==> config.mk <==
export PLATFORM = sky130hd
export DESIGN_NAME = led_pattern_gen_flat
export DESIGN_NICKNAME = d
export VERILOG_FILES = /design/src/rtl/led_pattern_pkg.sv /design/src/rtl/led_pattern_gen_if.sv /design/src/rtl/led_tick_div.sv /design/src/rtl/led_pattern_gen.sv /design/src/flat_wrapper.sv
export SDC_FILE = /design/constraint.sdc
export NUM_CORES = 1
export LEC_CHECK = 0
export ABC_CLOCK_PERIOD_IN_PS = 2100
export CAP_MARGIN = 20
export CORE_UTILIZATION = 53
export DETAILED_ROUTE_END_ITERATION = 10
export MAX_ROUTING_LAYER = met4
export PLACE_DENSITY = 0.75
export SLEW_MARGIN = 20
export SYNTH_ARGS = -nofsm -noshare
export SYNTH_HDL_FRONTEND = slang
export SYNTH_HIERARCHICAL = 1
export SYNTH_SLANG_ARGS = --single-unit
==> constraint.sdc <==
create_clock -name clk -period 2.1 [get_ports clk]
set_input_delay 0.42 -clock clk [delete_from_list [all_inputs] [get_ports clk]]
set_output_delay 0.42 -clock clk [all_outputs]
set_load 0.05 [all_outputs]
==> src/rtl/led_pattern_pkg.sv <==
// rtl/led_pattern_pkg.sv - mode, handshake-state and PWM constants shared by the LED pattern generator
package led_pattern_pkg;

  // Width of the mode request field.
  localparam int MODE_W = 2;

  // Width of the free-running PWM counter.
  localparam int PWM_W = 8;

  // Pattern modes as seen on the mode request field.
  typedef enum logic [MODE_W-1:0] {
    MODE_COUNT = 2'd0,
    MODE_SCAN  = 2'd1,
    MODE_BLINK = 2'd2,
    MODE_FILL  = 2'd3
  } mode_e;

  // Mode-request handshake states.
  typedef enum logic {
    ST_RUN     = 1'b0,
    ST_PENDING = 1'b1
  } state_e;

endpackage

==> src/rtl/led_pattern_gen_if.sv <==
// rtl/led_pattern_gen_if.sv - mode request valid/ready bundle for led_pattern_gen
interface led_pattern_gen_if;
  import led_pattern_pkg::*;

  logic [MODE_W-1:0] mode;
  logic              mode_valid;
  logic              mode_ready;

  modport master (output mode, output mode_valid, input mode_ready);
  modport slave  (input mode, input mode_valid, output mode_ready);

endinterface

==> src/rtl/led_tick_div.sv <==
// rtl/led_tick_div.sv - prescaler counting 0..DIV-1, flags the wrap edge
module led_tick_div #(
  parameter int DIV = 10
) (
  input  logic clk,
  input  logic reset,
  output logic tick_en
);

  // Guarded so an illegal DIV still elaborates far enough to report the error.
  localparam int CNT_W = (DIV > 2) ? $clog2(DIV) : 1;
  localparam logic [CNT_W-1:0] LAST = CNT_W'(DIV - 1);

  if (DIV < 2) begin : g_div_check
    $error("led_tick_div: DIV must be at least 2");
  end

  logic [CNT_W-1:0] cnt;

  // Wrapping step counter; the edge with cnt == LAST is the step edge.
  always_ff @(posedge clk) begin
    if (!reset) begin
      cnt <= '0;
    end else if (cnt == LAST) begin
      cnt <= '0;
    end else begin
      cnt <= cnt + 1'b1;
    end
  end

  assign tick_en = (cnt == LAST);

endmodule

==> src/rtl/led_pattern_gen.sv <==
// rtl/led_pattern_gen.sv - LED pattern generator (COUNT/SCAN/BLINK/FILL); macro LED_PWM_EN enables PWM dimming
module led_pattern_gen
  import led_pattern_pkg::*;
#(
  parameter int NUM_LEDS       = 6,
  parameter int CLK_HZ         = 27_000_000,
  parameter int STEP_HZ        = 10,
  parameter int LED_ACTIVE_LOW = 1,
  parameter int DUTY           = 255
) (
  input  logic                clk,
  input  logic                reset,
  led_pattern_gen_if.slave    mode_if,
  output logic [NUM_LEDS-1:0] led,
  output logic                test_pin,
  output logic                tick
);

  localparam int DIV = CLK_HZ / STEP_HZ;

  if (NUM_LEDS < 1 || NUM_LEDS > 32) begin : g_leds_check
    $error("led_pattern_gen: NUM_LEDS must be in 1..32");
  end

  if (DUTY < 0 || DUTY > 255) begin : g_duty_check
    $error("led_pattern_gen: DUTY must be in 0..255");
  end

  typedef logic [NUM_LEDS-1:0] pat_t;

  localparam pat_t ALL_ONES = {NUM_LEDS{1'b1}};
  localparam pat_t BIT0     = pat_t'(1);

  state_e state;
  state_e state_nxt;
  mode_e  mode_cur;
  mode_e  mode_pend;
  pat_t   pattern;
  pat_t   pattern_adv;
  pat_t   lit;
  logic   dir_up;
  logic   dir_up_adv;
  logic   tick_en;
  logic   accept;

  // Value a mode starts from when it is (re)loaded.
  function automatic pat_t load_value(input mode_e m);
    case (m)
      MODE_SCAN:  return BIT0;
      MODE_BLINK: return ALL_ONES;
      default:    return '0;
    endcase
  endfunction

  led_tick_div #(
    .DIV(DIV)
  ) u_tick_div (
    .clk     (clk),
    .reset   (reset),
    .tick_en (tick_en)
  );

  assign accept = mode_if.mode_valid && (state == ST_RUN);

  // Handshake state register.
  always_ff @(posedge clk) begin
    if (!reset) begin
      state <= ST_RUN;
    end else begin
      state <= state_nxt;
    end
  end

  // A request waits in PENDING until the next step edge applies it.
  always_comb begin
    state_nxt = state;
    case (state)
      ST_RUN:     if (mode_if.mode_valid) state_nxt = ST_PENDING;
      ST_PENDING: if (tick_en) state_nxt = ST_RUN;
      default:    state_nxt = ST_RUN;
    endcase
  end

  // Ready only while no request is waiting to be applied.
  always_comb begin
    mode_if.mode_ready = (state == ST_RUN);
  end

  // One step of the active mode's sequence.
  always_comb begin
    pattern_adv = pattern;
    dir_up_adv  = dir_up;
    case (mode_cur)
      MODE_COUNT: begin
        pattern_adv = pattern + BIT0;
      end
      MODE_SCAN: begin
        if (NUM_LEDS == 1) begin
          pattern_adv = BIT0;
        end else if (dir_up) begin
          if (pattern[NUM_LEDS-1]) begin
            pattern_adv = pattern >> 1;
            dir_up_adv  = 1'b0;
          end else begin
            pattern_adv = pattern << 1;
          end
        end else begin
          if (pattern[0]) begin
            pattern_adv = pattern << 1;
            dir_up_adv  = 1'b1;
          end else begin
            pattern_adv = pattern >> 1;
          end
        end
      end
      MODE_BLINK: begin
        pattern_adv = (pattern == '0) ? ALL_ONES : '0;
      end
      MODE_FILL: begin
        pattern_adv = (pattern == ALL_ONES) ? '0 : ((pattern << 1) | BIT0);
      end
      default: begin
        pattern_adv = pattern;
      end
    endcase
  end

  // Pattern, mode, direction, tick and test_pin all change on step edges;
  // a pending request replaces that step's advance with the new mode's load value.
  always_ff @(posedge clk) begin
    if (!reset) begin
      mode_cur  <= MODE_COUNT;
      mode_pend <= MODE_COUNT;
      pattern   <= '0;
      dir_up    <= 1'b1;
      tick      <= 1'b0;
      test_pin  <= 1'b0;
    end else begin
      tick <= tick_en;
      if (accept) begin
        mode_pend <= mode_e'(mode_if.mode);
      end
      if (tick_en) begin
        test_pin <= ~test_pin;
        if (state == ST_PENDING) begin
          mode_cur <= mode_pend;
          pattern  <= load_value(mode_pend);
          dir_up   <= 1'b1;
        end else begin
          pattern <= pattern_adv;
          dir_up  <= dir_up_adv;
        end
      end
    end
  end

`ifdef LED_PWM_EN
  localparam logic [PWM_W-1:0] DUTY_CMP = PWM_W'(DUTY);

  logic [PWM_W-1:0] pwm_cnt;

  // Free-running PWM period counter.
  always_ff @(posedge clk) begin
    if (!reset) begin
      pwm_cnt <= '0;
    end else begin
      pwm_cnt <= pwm_cnt + 1'b1;
    end
  end

  assign lit = (pwm_cnt < DUTY_CMP) ? pattern : '0;
`else
  assign lit = pattern;
`endif

  assign led = (LED_ACTIVE_LOW != 0) ? ~lit : lit;

endmodule

==> src/flat_wrapper.sv <==
// flat-port wrapper written by rule: the top's interface ports become plain ports
module led_pattern_gen_flat import led_pattern_pkg::*;
#(
  parameter int NUM_LEDS       = 6,
  parameter int CLK_HZ         = 27_000_000,
  parameter int STEP_HZ        = 10,
  parameter int LED_ACTIVE_LOW = 1,
  parameter int DUTY           = 255
)
  (clk, reset, led, test_pin, tick, mode_if_mode, mode_if_mode_valid, mode_if_mode_ready);
  led_pattern_gen_if mode_if_i ();
  input  logic clk;
  input  logic reset;
  output logic [NUM_LEDS-1:0] led;
  output logic test_pin;
  output logic tick;
  input wire logic [$bits(mode_if_i.mode)-1:0] mode_if_mode;
  input wire logic [$bits(mode_if_i.mode_valid)-1:0] mode_if_mode_valid;
  output wire logic [$bits(mode_if_i.mode_ready)-1:0] mode_if_mode_ready;
  assign mode_if_i.mode = mode_if_mode;
  assign mode_if_i.mode_valid = mode_if_mode_valid;
  assign mode_if_mode_ready = mode_if_i.mode_ready;
  led_pattern_gen #(.NUM_LEDS(NUM_LEDS), .CLK_HZ(CLK_HZ), .STEP_HZ(STEP_HZ), .LED_ACTIVE_LOW(LED_ACTIVE_LOW), .DUTY(DUTY)) u_core (.clk(clk), .reset(reset), .mode_if(mode_if_i), .led(led), .test_pin(test_pin), .tick(tick));
endmodule
==> results <==
state kept, by name (all words and copies together) (netlist names):
name,cells
u_core/u_tick_div/cnt,22
u_core/lit,6
u_core/mode_cur,2
u_core/mode_pend,2
u_core/dir_up,1
u_core/state,1
u_core/test_pin,1
u_core/tick,1
synthesized netlist by cell type, types with 3 or more instances:
cell,n,area [µm²]
buf_2,3,15.0
nor4_1,6,37.5
ha_1,5,62.6
nor3_1,5,25.0
buf_6,4,45.0
a31oi_1,3,18.8
nand2b_1,5,31.3
and2_1,3,18.8
a21boi_0,3,22.5
xor2_1,4,35.0
and3_1,3,18.8
a21oi_1,8,40.0
inv_1,13,48.8
nor2b_1,6,37.5
or3_1,3,18.8
nor3b_1,3,22.5
nand3_1,14,70.1
nand2_1,13,48.8
xnor2_1,12,105
o21ai_0,9,45.0
dfxtp_1,36,721
mux2i_1,4,40.0
clkbuf_1,4,15.0
nand4_1,16,100
nor2_1,24,90.1
cell families (layout without fill, tap and decap cells):
| logic type | Yosys count | count (layout) |
|---|---|---|
| flip-flops | 36 | 36 |
| XOR/XNOR | 16 | 16 |
| AND/OR/NAND/NOR | 115 | 115 |
| multiplexers | 4 | 4 |
| adder cells (fa/ha/maj) | 5 | 5 |
| AO/OA/AOI/OAI | 46 | 46 |
| buffers and inverters | 29 | 71 |
report_power, final:
group	switching, W	internal, W
registers	0.00000712	0.000691
clock network	0.000259	0.000419
logic	0.0000477	0.0000428
area by class of cell:
| cell class | count | area [µm²] | share of cell area |
|---|---|---|---|
| clock buffer | 7 | 96.3 | 0.0357 |
| clock inverter | 1 | 30.0 | 0.0111 |
| inverter | 14 | 52.6 | 0.0195 |
| multi-input combinational | 186 | 1320 | 0.489 |
| sequential | 36 | 721 | 0.267 |
| tap | 48 | 60.1 | 0.0222 |
| timing repair buffer | 49 | 420 | 0.156 |
final timing paths:
path                            depth (start not counted)                              endpoint  slack [ns]
worst min register to register                          2  u_core/u_tick_div/cnt[21]$_SDFF_PP0_        0.49
worst min-delay path                                    2  u_core/u_tick_div/cnt[21]$_SDFF_PP0_        0.49
worst max-delay path                                    6            u_core/lit[2]$_SDFFE_PN0P_         0.1
worst max register to register                          6            u_core/lit[2]$_SDFFE_PN0P_         0.1
critical path, cell delays in order, from the launching register on:
cell and delay (ns):
dfxtp_1 0.31, or4b_4 0.57, nor4_4 0.25, a21boi_4 0.28, o31ai_4 0.10, a311oi_2 0.27
a211oi_2 0.10
timing repair:
item / CTS / global route
resized for setup: 1 / 1
buffers inserted: 0 / 8
endpoints found under the setup margin: 2 / 24
gates cloned: 0 / 0
pin swaps: 0 / 3
metrics by stage:
step,total power [W],hold slack (ns),cells,utilization
after global placement,0.000798,0.467,325,0.656
after global routing,0.00152,0.508,341,0.716
final,0.00147,0.489,341,0.716
after detailed placement,0.000800,0.491,325,0.656
after CTS,0.00146,0.490,333,0.691
after floorplan,0.000765,0.454,251,-
metal layers:
layer	vias to the layer above	global-route usage	share of wire
li1	993	-	-
met1	942	0.362	0.49
met2	70	0.385	0.45
met3	8	0.0434	0.049
met4	0	0.0679	0.014
met5	-	-	0
==> flow_metrics.py <==
metrics = {
    "power_and_ir_drop": {
        "powerDensity_nw_per_um2": 543,
        "ir_drop_mv": 0.353,
        "total_leakage_power_nw": 0.977,
    },
    "timing": {
        "max_clock_freq_ghz": 0.499,
        "finalHoldViolations": 0,
        "fin_ws_ns": 0.0961,
        "max-slew-margin-rel": 0.572,
        "rsz0062_at_grt": "false",
        "fin_worst_skew_ns": 0.00847,
        "min_period_over_period": 0.954,
        "period_needed_ns": 2.00,
        "tightest_slew_ns": 0.641,
        "fin_tns_setup_ns": 0,
        "setup_violations": 0,
        "finalMaxSlewViolations": 0,
    },
    "synth": {
        "syn_inst": 251,
        "syn_avg_cell_area_um2": 8.58,
        "synth_xor_area_frac": 0.0651,
        "synth_top_family_by_area": "simple AND/OR/NAND/NOR gates",
        "syn_nets": 261,
        "synth_mux_area_frac": 0.0186,
        "ys_warn_count": 6,
        "synth-async-reset-ratio": 0,
        "synth-compound-area-share": 0.169,
        "synth-edff-count": 0,
        "ys.flop_type": "dfxtp_1",
        "synth_adder_area_share": 0.0291,
        "yosys.area_share.simple": 0.306,
        "ys_seq_area_frac": 0.335,
        "synth.distinct_cells": 55,
        "ys_seq_elements": 36,
        "netlist_area_um2": 2150,
    },
    "final_layout": {
        "final_layout_size_suffix_gt1_frac": 0.225,
        "mostFrequentLayoutCells": "buf_4, dfxtp_1, nor2_1",
        "fin_area_um2": 2700,
        "final_nets": 302,
        "areaGrowthSynthToFinish_pct": 25.5,
        "n_fill_cell": 270,
        "antenna_cells": 0,
    },
    "worst_setup_path": {
        "timing.rr.start": "u_core/u_tick_div/cnt[15]$_SDFF_PP0_",
        "worstPathArrival_ns": 2.18,
        "cp-startpoint": "u_core/u_tick_div/cnt[15]$_SDFF_PP0_",
        "required_ns": 2.27,
        "cp-start-kind": "flip-flop",
        "endpoint_kind": "flip-flop",
        "crit_type": "flip-flop to flip-flop",
        "cp_max_fo": 4,
    },
    "routing": {
        "avgRoutedWirePerCell_um": 14.9,
        "first_iter_violations": 193,
        "vias": 2013,
        "ant_nets": 0,
        "drc": 0,
        "wl_um": 5080,
        "dr.pass1.iters": 5,
        "via_per_inst": 5.90,
    },
    "place": {
        "pre_cts_slack_ns": -0.0122,
        "post_dp_cell_area_um2": 2470,
        "dp_hpwl_um": 3480,
        "io_buffers": 13,
        "gp_congestion": 0.900,
    },
    "run_status": {
        "status": "finished clean",
    },
    "floorplanning": {
        "fp-row-count": 22,
        "die-width_um": 65.7,
        "core_um2": 3770,
        "dieHeight_um": 65.7,
        "start_util": 0.571,
        "die_area_um2": 4320,
        "io_pins": 14,
    },
    "clocking": {
        "cts.clk_slew.worst_paths_ns": 0.08,
        "cts_buffer_depth": 2,
        "insertion_delay_ns": 0.29,
        "clock-sinks": 36,
        "holdBufCountCts": 0,
        "tritoncts": "done",
        "root_buffer": "clkbuf_8",
        "cts_inserted_buffers": 5,
        "htreeDepth": 2,
    },
    "global_route": {
        "first_global_vias": 1823,
        "grt_pass1_wl_um": 8460,
        "grt_max_degree": 20,
        "antenna_found_initial": 0,
        "grt_usage": 0.259,
        "overflow": 0,
    },
    "min_path": {
        "min-delay-start": "u_core/u_tick_div/cnt[21]$_SDFF_PP0_",
        "worst_hold_path_type": "flip-flop to flip-flop",
    },
    "job": {
        "cap_violations": 0,
    },
}
Note: power is estimated with default switching activity, not from simulation.
